### src/rtl/serial_adder_pkg.sv
// rtl/serial_adder_pkg.sv - shared FSM state encoding and default width for serial_adder
package serial_adder_pkg;

  localparam int SA_DEFAULT_WIDTH = 8;

  typedef enum logic [1:0] {
    ST_IDLE = 2'd0,
    ST_ADD  = 2'd1,
    ST_DONE = 2'd2
  } state_e;

endpackage

### src/rtl/serial_adder_fa.sv
// rtl/serial_adder_fa.sv - 1-bit full adder (fa) from two half-adder stages and an OR
module fa (
  input  logic a,
  input  logic b,
  input  logic cin,
  output logic s,
  output logic co
);

  logic ha0_s;
  logic ha0_c;
  logic ha1_c;

  assign ha0_s = a ^ b;
  assign ha0_c = a & b;

  assign s     = ha0_s ^ cin;
  assign ha1_c = ha0_s & cin;

  assign co    = ha0_c | ha1_c;

endmodule

### src/rtl/serial_adder.sv
// rtl/serial_adder.sv - bit-serial LSB-first adder; SERIAL_ADDER_OVF_EN adds the ovf output
module serial_adder
  import serial_adder_pkg::*;
#(
  parameter int WIDTH = SA_DEFAULT_WIDTH
) (
  input  logic             clk,
  input  logic             rst,
  input  logic             start,
  input  logic [WIDTH-1:0] a,
  input  logic [WIDTH-1:0] b,
  input  logic             cin,
  output logic             busy,
  output logic             done,
  output logic [WIDTH-1:0] sum,
`ifdef SERIAL_ADDER_OVF_EN
  output logic             ovf,
`endif
  output logic             cout
);

  localparam int CNT_W = (WIDTH > 1) ? $clog2(WIDTH) : 1;

  state_e             state_q, state_d;
  logic [WIDTH-1:0]   a_sr_q, a_sr_d;
  logic [WIDTH-1:0]   b_sr_q, b_sr_d;
  logic [WIDTH-1:0]   res_q, res_d;
  logic [WIDTH-1:0]   sum_q, sum_d;
  logic [CNT_W-1:0]   cnt_q, cnt_d;
  logic               carry_q, carry_d;
  logic               cout_q, cout_d;
  logic               done_q, done_d;
  logic               bit_s;
  logic               bit_c;
  logic               last_bit;
`ifdef SERIAL_ADDER_OVF_EN
  logic               cmsb_q, cmsb_d;
  logic               ovf_q, ovf_d;
`endif

  fa u_fa (
    .a   (a_sr_q[0]),
    .b   (b_sr_q[0]),
    .cin (carry_q),
    .s   (bit_s),
    .co  (bit_c)
  );

  assign last_bit = (cnt_q == CNT_W'(WIDTH - 1));

  always_comb begin
    state_d = state_q;
    a_sr_d  = a_sr_q;
    b_sr_d  = b_sr_q;
    res_d   = res_q;
    sum_d   = sum_q;
    cnt_d   = cnt_q;
    carry_d = carry_q;
    cout_d  = cout_q;
    done_d  = 1'b0;
`ifdef SERIAL_ADDER_OVF_EN
    cmsb_d  = cmsb_q;
    ovf_d   = ovf_q;
`endif
    case (state_q)
      ST_IDLE: begin
        if (start) begin
          a_sr_d  = a;
          b_sr_d  = b;
          carry_d = cin;
          cnt_d   = '0;
          state_d = ST_ADD;
        end
      end
      ST_ADD: begin
        a_sr_d  = a_sr_q >> 1;
        b_sr_d  = b_sr_q >> 1;
        res_d   = {bit_s, res_q[WIDTH-1:1]};
        carry_d = bit_c;
        cnt_d   = cnt_q + 1'b1;
        if (last_bit) begin
`ifdef SERIAL_ADDER_OVF_EN
          // carry entering the MSB position, needed for signed overflow
          cmsb_d  = carry_q;
`endif
          state_d = ST_DONE;
        end
      end
      ST_DONE: begin
        // results are published together with the registered done pulse
        sum_d   = res_q;
        cout_d  = carry_q;
        done_d  = 1'b1;
`ifdef SERIAL_ADDER_OVF_EN
        ovf_d   = cmsb_q ^ carry_q;
`endif
        state_d = ST_IDLE;
      end
      default: state_d = ST_IDLE;
    endcase
  end

  always_ff @(posedge clk) begin
    if (rst) begin
      state_q <= ST_IDLE;
      a_sr_q  <= '0;
      b_sr_q  <= '0;
      res_q   <= '0;
      sum_q   <= '0;
      cnt_q   <= '0;
      carry_q <= 1'b0;
      cout_q  <= 1'b0;
      done_q  <= 1'b0;
`ifdef SERIAL_ADDER_OVF_EN
      cmsb_q  <= 1'b0;
      ovf_q   <= 1'b0;
`endif
    end else begin
      state_q <= state_d;
      a_sr_q  <= a_sr_d;
      b_sr_q  <= b_sr_d;
      res_q   <= res_d;
      sum_q   <= sum_d;
      cnt_q   <= cnt_d;
      carry_q <= carry_d;
      cout_q  <= cout_d;
      done_q  <= done_d;
`ifdef SERIAL_ADDER_OVF_EN
      cmsb_q  <= cmsb_d;
      ovf_q   <= ovf_d;
`endif
    end
  end

  assign busy = (state_q == ST_ADD);
  assign done = done_q;
  assign sum  = sum_q;
  assign cout = cout_q;
`ifdef SERIAL_ADDER_OVF_EN
  assign ovf  = ovf_q;
`endif

endmodule
### config.mk
export PLATFORM = sky130hd
export DESIGN_NAME = serial_adder
export DESIGN_NICKNAME = d
export VERILOG_FILES = /design/src/rtl/serial_adder_pkg.sv /design/src/rtl/serial_adder_fa.sv /design/src/rtl/serial_adder.sv
export SDC_FILE = /design/constraint.sdc
export NUM_CORES = 1
export LEC_CHECK = 0
export CAP_MARGIN = 0
export CORE_MARGIN = 10
export CORE_UTILIZATION = 45
export DETAILED_ROUTE_END_ITERATION = 12
export GPL_ROUTABILITY_DRIVEN = 0
export PLACE_DENSITY = 0.77
export SLEW_MARGIN = 10
export SYNTH_ARGS = -nofsm -noshare
export SYNTH_HDL_FRONTEND = slang
export SYNTH_HIERARCHICAL = 1
export SYNTH_SLANG_ARGS = --single-unit
### constraint.sdc
create_clock -name clk -period 1.35 [get_ports clk]
set_clock_uncertainty 0.2 [all_clocks]
set_input_delay 0.27 -clock clk [delete_from_list [all_inputs] [get_ports clk]]
set_output_delay 0.27 -clock clk [all_outputs]
set_load 0.1 [all_outputs]
==> run_results.csv, run 1 <==
group,metric,value,unit
synthesis,yosys_warnings,6,
timing,fmax,639,MHz
route,topRoutingLayerUsed,"met4",
final_layout,stdcell_count,271,
timing,report.final.slew_viol_count,0,
floorplanning,initial_cell_density_of_the_core,47.4,%
global_routing,globalRouteOverflowTotal,0,
final_layout,layout.cells.most_common,"sky130_fd_sc_hd__nand2_1",
pwr,p_switching,0.000651,W
route,drt-total-wl,4250,um
final_layout,nets,247,
placement,pre_cts_slack,-0.775,ns
outcome,status,"finished, violations left",
floorplanning,die-area,0.00636,mm^2
timing,setup-violations-final,39,
clocking,clock-sinks,40,
route,viasPerCell,5.29,
floorplanning,rows,21,
route,route.met3.wl,242,um
route,detail_route_antenna_nets,0,
final_layout,area_delta_synth_final,58.3,%
synthesis,mappedNetlistArea,0.00161,mm^2
critical_path,cp_data_arrival_time,1.09,ns
route,drt_first_pass_iters,4,
critical_path,slowest_library_cell_on_the_worst_path,"sky130_fd_sc_hd__dfxtp_2",
clocking,cts-buffers-inserted,5,
floorplanning,core_region_area,0.00339,mm^2
timing,final_critical_path_setup_slack,-0.214,ns
route,dr.first_iter.drc_count,77,
synthesis,mappedNetlistNets,199,
final_layout,num_antenna_cells,0,
route,detail_route.wirelength.met1,1730,um
outcome,failing_checks,"setup timing",
global_routing,grt_first_pass_wirelength,6160,um
global_routing,first_global_vias,1411,
route,route.met2.wl,2180,um
pwr,share_comb_of_total_power,16.6,%
timing,timing.max_slew.rel_slack,83.7,%
timing,fin_tns_setup,-2.80,ns
timing,tightestPinTransition,0.244,ns
floorplanning,num_io_pins,31,
pwr,intPower,0.00185,W
synthesis,postSynthCellCount,176,
critical_path,crit_path_max_fanout,2,
critical_path,worst_path_cell_trace,"nand2b_4, inv_8, buf_12",
timing,fin_crit_sh,116,%
pwr,clock_power_share,32.4,%
timing,rsz0062_at_grt,"yes",
synthesis,synth.ff_latch_count,40,
clocking,clk_transition_reported_paths,0.13,ns
placement,hpwl,2680,um
flow_run,max_cap_viol_count,0,
global_routing,grt_max_degree,30,
placement,place.detailed.instances,255,
floorplanning,floorplan.die.height,79.8,um
pwr,p_seq_share,51.0,%
route,drt_drc_violations_left,0,
pwr,cellLeakagePower,0.985,nW
pwr,swShare,26.0,%
synthesis,synth-seq-area-share,49.8,%
synthesis,avg_synthesized_cell_area,9.14,um^2
synthesis,synth_top_cells_by_area,"sky130_fd_sc_hd__dfxtp_1 (50%), sky130_fd_sc_hd__nand2_1 (8.2%), sky130_fd_sc_hd__a21oi_1 (7.5%), sky130_fd_sc_hd__o221a_2 (7.0%), sky130_fd_sc_hd__a21oi_2 (4.4%)",
floorplanning,die_w,79.8,um
synthesis,synth.lib_cells_used.distinct,25,
synthesis,yosysTopAreaCell,"sky130_fd_sc_hd__dfxtp_1",
placement,numPortBuffers,30,
timing,hold_viol,0,
critical_path,cp_data_required_time,0.88,ns
critical_path,critical_path_source_type,"register",
clocking,maximum_count_of_clock_buffers_along_a_single_path,2,
pwr,vdd_drop_max,0.000800,V
final_layout,mostFrequentLayoutCells,"sky130_fd_sc_hd__nand2_1 (31), sky130_fd_sc_hd__dfxtp_1 (28), sky130_fd_sc_hd__clkdlybuf4s50_1 (19)",
synthesis,post-synth-top-area-fraction,49.8,%
clocking,cts_root_buffer,"sky130_fd_sc_hd__clkbuf_4",
global_routing,grt_util_all_layers,12.2,%
clocking,htreeDepth,2,
hold_path,hp-class,"register to register",
clocking,cts_tree,"yes",
timing,period_minus_slack,1.56,ns
pwr,pwr_density_cell,984,mW/mm^2
route,route.vias.total,1433,
critical_path,critical-path-max-stage-delay,0.34,ns
route,wl_per_cell,15.7,um
critical_path,end_kind,"output pin",
clocking,clkLatencyLatePin,0.36,ns
global_routing,number_of_antenna_violations_at_the_first_check_in_global_routing,0,
final_layout,share_of_cells_above_drive_strength_1,41.3,%
critical_path,critical_path_class,"register to output pin",
## cells by family after synthesis
| group | synth area share (%) |
|---|---|
| AO/OA/AOI/OAI | 24.7 |
| AND/OR/NAND/NOR | 12.6 |
| flip-flops | 49.8 |
| buffers and inverters | 8.87 |
| adder cells (fa/ha/maj) | 2.80 |
| multiplexers | 1.25 |
## layer usage
metal,vias up,GRT usage (%)
met2,46,21.5
met4,0,6.34
met3,11,4.28
met1,676,12.5
li1,700,-
met5,-,0
## cells in the mapped netlist (all sizes together)
master and count:
a21oi 32, a22oi 4, buf 8, clkbuf 4, dfxtp 40, fa 1, ha 2, inv 17
mux2i 2, nand2 35, nand2b 1, nor2 9, nor2b 1, nor3 2, nor3b 1, o21bai 1
o221a 15, or2b 1
## final timing paths
check | start | endpoint | slack, ns | cells after the start
max | state_q[1] | busy | -0.21 | 3
min reg2reg | res_q[0] | sum[0] | 0.25 | 2
min | res_q[0] | sum[0] | 0.25 | 2
max reg2reg | state_q[1] | a_sr_q[4] | -0.11 | 6
## final cells by class
type,count,area [um^2]
Timing Repair Buffer,52,667
Clock inverter,3,46.3
Multi-Input combinational cell,108,847
Inverter,17,71.3
Fill cell,216,845
Tap cell,46,57.6
Sequential cell,40,818
Clock buffer,5,37.5
## per-stage QoR
| step | power [W] | hold WS, ns | util (%) | area (um^2) |
|---|---|---|---|---|
| after floorplan | 0.00149 | 0.218 | - | 1650 |
| after global placement | 0.00160 | 0.232 | 64.1 | 2170 |
| after detailed placement | 0.00162 | 0.234 | 64.1 | 2170 |
| after CTS | 0.00246 | 0.243 | 70.0 | 2370 |
| after global routing | 0.00259 | 0.276 | 75.1 | 2540 |
| final | 0.00250 | 0.250 | 75.1 | 2540 |
## state kept, by name (all words and copies together), names as in the netlist
| name | flops |
|---|---|
| res_q | 8 |
| done | 1 |
| sum | 8 |
| carry_q | 1 |
| b_sr_q | 8 |
| state_q | 2 |
| a_sr_q | 8 |
| cout | 1 |
| cnt_q | 3 |
## repair_timing
action                     CTS  global route
setup endpoints to repair   33            42
gates cloned                 1             3
hold buffers                 0             0
pin swaps                    9             7
resized for setup           19            26
buffers inserted             2             3
## critical path: cells and delay by family, from the launching register on
kind,cells,cell delay (ns)
DFF,1,0.34
buffers and inverters,2,0.22
and+or+nand+nor,1,0.16
## power groups by stage
stage	Combinational [W]	Sequential (W)	Clock [W]
CTS	0.000368	0.00127	0.000820
floorplan	0.000207	0.00128	0
global placement	0.000312	0.00129	0
finish	0.000416	0.00128	0.000812
global route	0.000446	0.00128	0.000865
detailed placement	0.000325	0.00129	0
No activity file was read; power rests on OpenSTA's default activity.
==> run 2: changes to the inputs <==
==> constraint.sdc (replaced) <==
create_clock -name clk -period 1.35 [get_ports clk]
set_clock_uncertainty 0.2 [all_clocks]
set_input_delay 0.3375 -clock clk [delete_from_list [all_inputs] [get_ports clk]]
set_output_delay 0.3375 -clock clk [all_outputs]
set_load 0.1 [all_outputs]
==> run 2 against run 1 <==
Against the previous run:
- the flow still finishes with violations (setup timing)
- sequential share of layout area shrank 1.1 points
- non-clock buffer count rose by 6
- final cell count increased by 2.2%
- combinational power increased by 6.3%
- critical path depth up 1
- routed wire length increased by 4.4%
- clock power rose by 8.1%
- maximum frequency decreased by 5.1%
- largest cell class unchanged
==> run_results.csv, run 2 (synthesized netlist as in run 1, its figures left out) <==
group,metric,value,unit
floorplanning,floorplan.die.height,79.8,um
floorplanning,num_io_pins,31,
final_layout,stdcell_count,277,
critical_path,critical_path_source_type,"register",
critical_path,cp_data_arrival_time,1.11,ns
floorplanning,rows,21,
final_layout,mostFrequentLayoutCells,"sky130_fd_sc_hd__dfxtp_1 (27), sky130_fd_sc_hd__nand2_1 (25), sky130_fd_sc_hd__a21oi_2 (19), sky130_fd_sc_hd__clkdlybuf4s50_1 (19), sky130_fd_sc_hd__inv_1 (16)",
pwr,pwr_density_cell,977,mW/mm^2
timing,report.final.slew_viol_count,0,
timing,hold_viol,0,
timing,rsz0062_at_grt,"yes",
route,viasPerCell,5.19,
route,detail_route_antenna_nets,0,
critical_path,r2r.worst_path.cells,7,
timing,fin_crit_sh,122,%
critical_path,ff2ff_setup_slack,-0.27,ns
floorplanning,die-area,0.00636,mm^2
clocking,htreeDepth,2,
timing,tightestPinTransition,0.234,ns
clocking,clock-sinks,40,
final_layout,register_cell_area_after_layout,825,um^2
hold_path,hp-class,"register to register",
clocking,cts_root_buffer,"sky130_fd_sc_hd__clkbuf_4",
route,drt-total-wl,4430,um
clocking,clkLatencyLatePin,0.35,ns
clocking,holdBufCountCts,0,
route,dr.first_iter.drc_count,84,
critical_path,cp_data_required_time,0.81,ns
pwr,cellLeakagePower,1.00,nW
global_routing,grt_util_all_layers,12.8,%
final_layout,fillCellCount,205,
placement,numPortBuffers,30,
global_routing,globalRouteOverflowTotal,0,
critical_path,crit_path_max_fanout,2,
critical_path,startpoint,"state_q[0]",
critical_path,critical_path_class,"register to output pin",
clocking,cts_tree,"yes",
final_layout,num_antenna_cells,0,
critical_path,critPathCapture,"busy",
clocking,cts-buffers-inserted,5,
route,drt_drc_violations_left,0,
critical_path,r2r-start,"state_q[0]",
timing,final_critical_path_setup_slack,-0.298,ns
floorplanning,die_w,79.8,um
global_routing,number_of_antenna_violations_at_the_first_check_in_global_routing,0,
final_layout,area_delta_synth_final,64.9,%
global_routing,grt_max_degree,32,
global_routing,grt_first_pass_wirelength,6620,um
final_layout,share_of_cells_above_drive_strength_1,48.5,%
clocking,maximum_count_of_clock_buffers_along_a_single_path,2,
placement,pre_cts_slack,-0.905,ns
pwr,vdd_drop_max,0.000874,V
route,drt_first_pass_iters,4,
timing,timing.max_slew.rel_slack,84.3,%
floorplanning,initial_cell_density_of_the_core,47.4,%
global_routing,first_global_vias,1462,
final_layout,layout.cells.most_common,"sky130_fd_sc_hd__dfxtp_1",
timing,fmax,607,MHz
outcome,failing_checks,"setup timing",
timing,setup-violations-final,42,
final_layout,finish.instance_area,0.00265,mm^2
route,route.vias.total,1438,
clocking,clk_transition_reported_paths,0.12,ns
final_layout,nets,253,
flow_run,max_cap_viol_count,0,
critical_path,reg2reg_to,"a_sr_q[5]",
critical_path,end_kind,"output pin",
timing,period_minus_slack,1.65,ns
placement,place.detailed.instances,254,
placement,place_area,0.00215,mm^2
floorplanning,core_region_area,0.00339,mm^2
placement,hpwl,2620,um
outcome,status,"finished, violations left",
final_layout,multi_input_area,888,um^2
route,wl_per_cell,16.0,um
[run 2: cell count changes in the layout (fill, tap and decap cells not counted), sizes merged]
cell	change
clkinv	+1
clkbuf	+2
buf	+6
clkinvlp	-1
inv	-2
[run 2: worst min-delay path by stage]
stage | startpoint | to | cells after the start
after floorplan | res_q[0] | sum[0] | 2
after global placement | res_q[0] | sum[0] | 2
after detailed placement | res_q[0] | sum[0] | 2
after CTS | res_q[0] | sum[0] | 2
after global routing | res_q[0] | sum[0] | 2
final | res_q[0] | sum[0] | 2
[run 2: metal layers]
metal / global-route usage [%] / vias up / wire length [um]
met4: 3.87 / 0 / 58
met3: 5.18 / 8 / 284
met5: 0 / - / 0
met2: 22.2 / 37 / 2380
met1: 14.0 / 681 / 1710
li1: - / 712 / -
[run 2: power breakdown]
group,internal [W],switching (W),leakage (nW)
Clock,0.000492,0.000386,0.0515
Sequential,0.00123,0.0000412,0.334
Combinational,0.000244,0.000198,0.618
[run 2: critical path: stages, from the launching register on]
cell and delay, ns:
sky130_fd_sc_hd__dfxtp_2 0.35, sky130_fd_sc_hd__buf_6 0.12, sky130_fd_sc_hd__nand2b_4 0.07, sky130_fd_sc_hd__clkinv_4 0.06, sky130_fd_sc_hd__buf_12 0.16
[run 2: what timing repair did]
action,4_1_cts,5_1_grt
endpoints found under the setup margin,33,47
gates resized for setup,20,43
pin swaps,4,31
cloned,3,2
setup buffers,5,5
[run 2: area by class of cell]
class	count	area share, %
multi-input combinational	108	33.5
clock buffer	7	2.45
timing repair buffer	58	27.0
clock inverter	1	1.13
sequential	40	31.1
tap	46	2.17
inverter	17	2.60
[run 2: stage by stage]
step | power (W) | hold slack, ns | setup TNS, ns | util (%)
2_1_floorplan | 0.00149 | 0.225 | -0.0695 | -
3_3_place_gp | 0.00159 | 0.233 | -16.48 | 63.5
3_5_place_dp | 0.00161 | 0.250 | -18.34 | 63.5
4_1_cts | 0.00249 | 0.266 | -3.67 | 70.1
5_1_grt | 0.00269 | 0.293 | -9.52 | 78.2
6_report | 0.00259 | 0.274 | -7.18 | 78.2
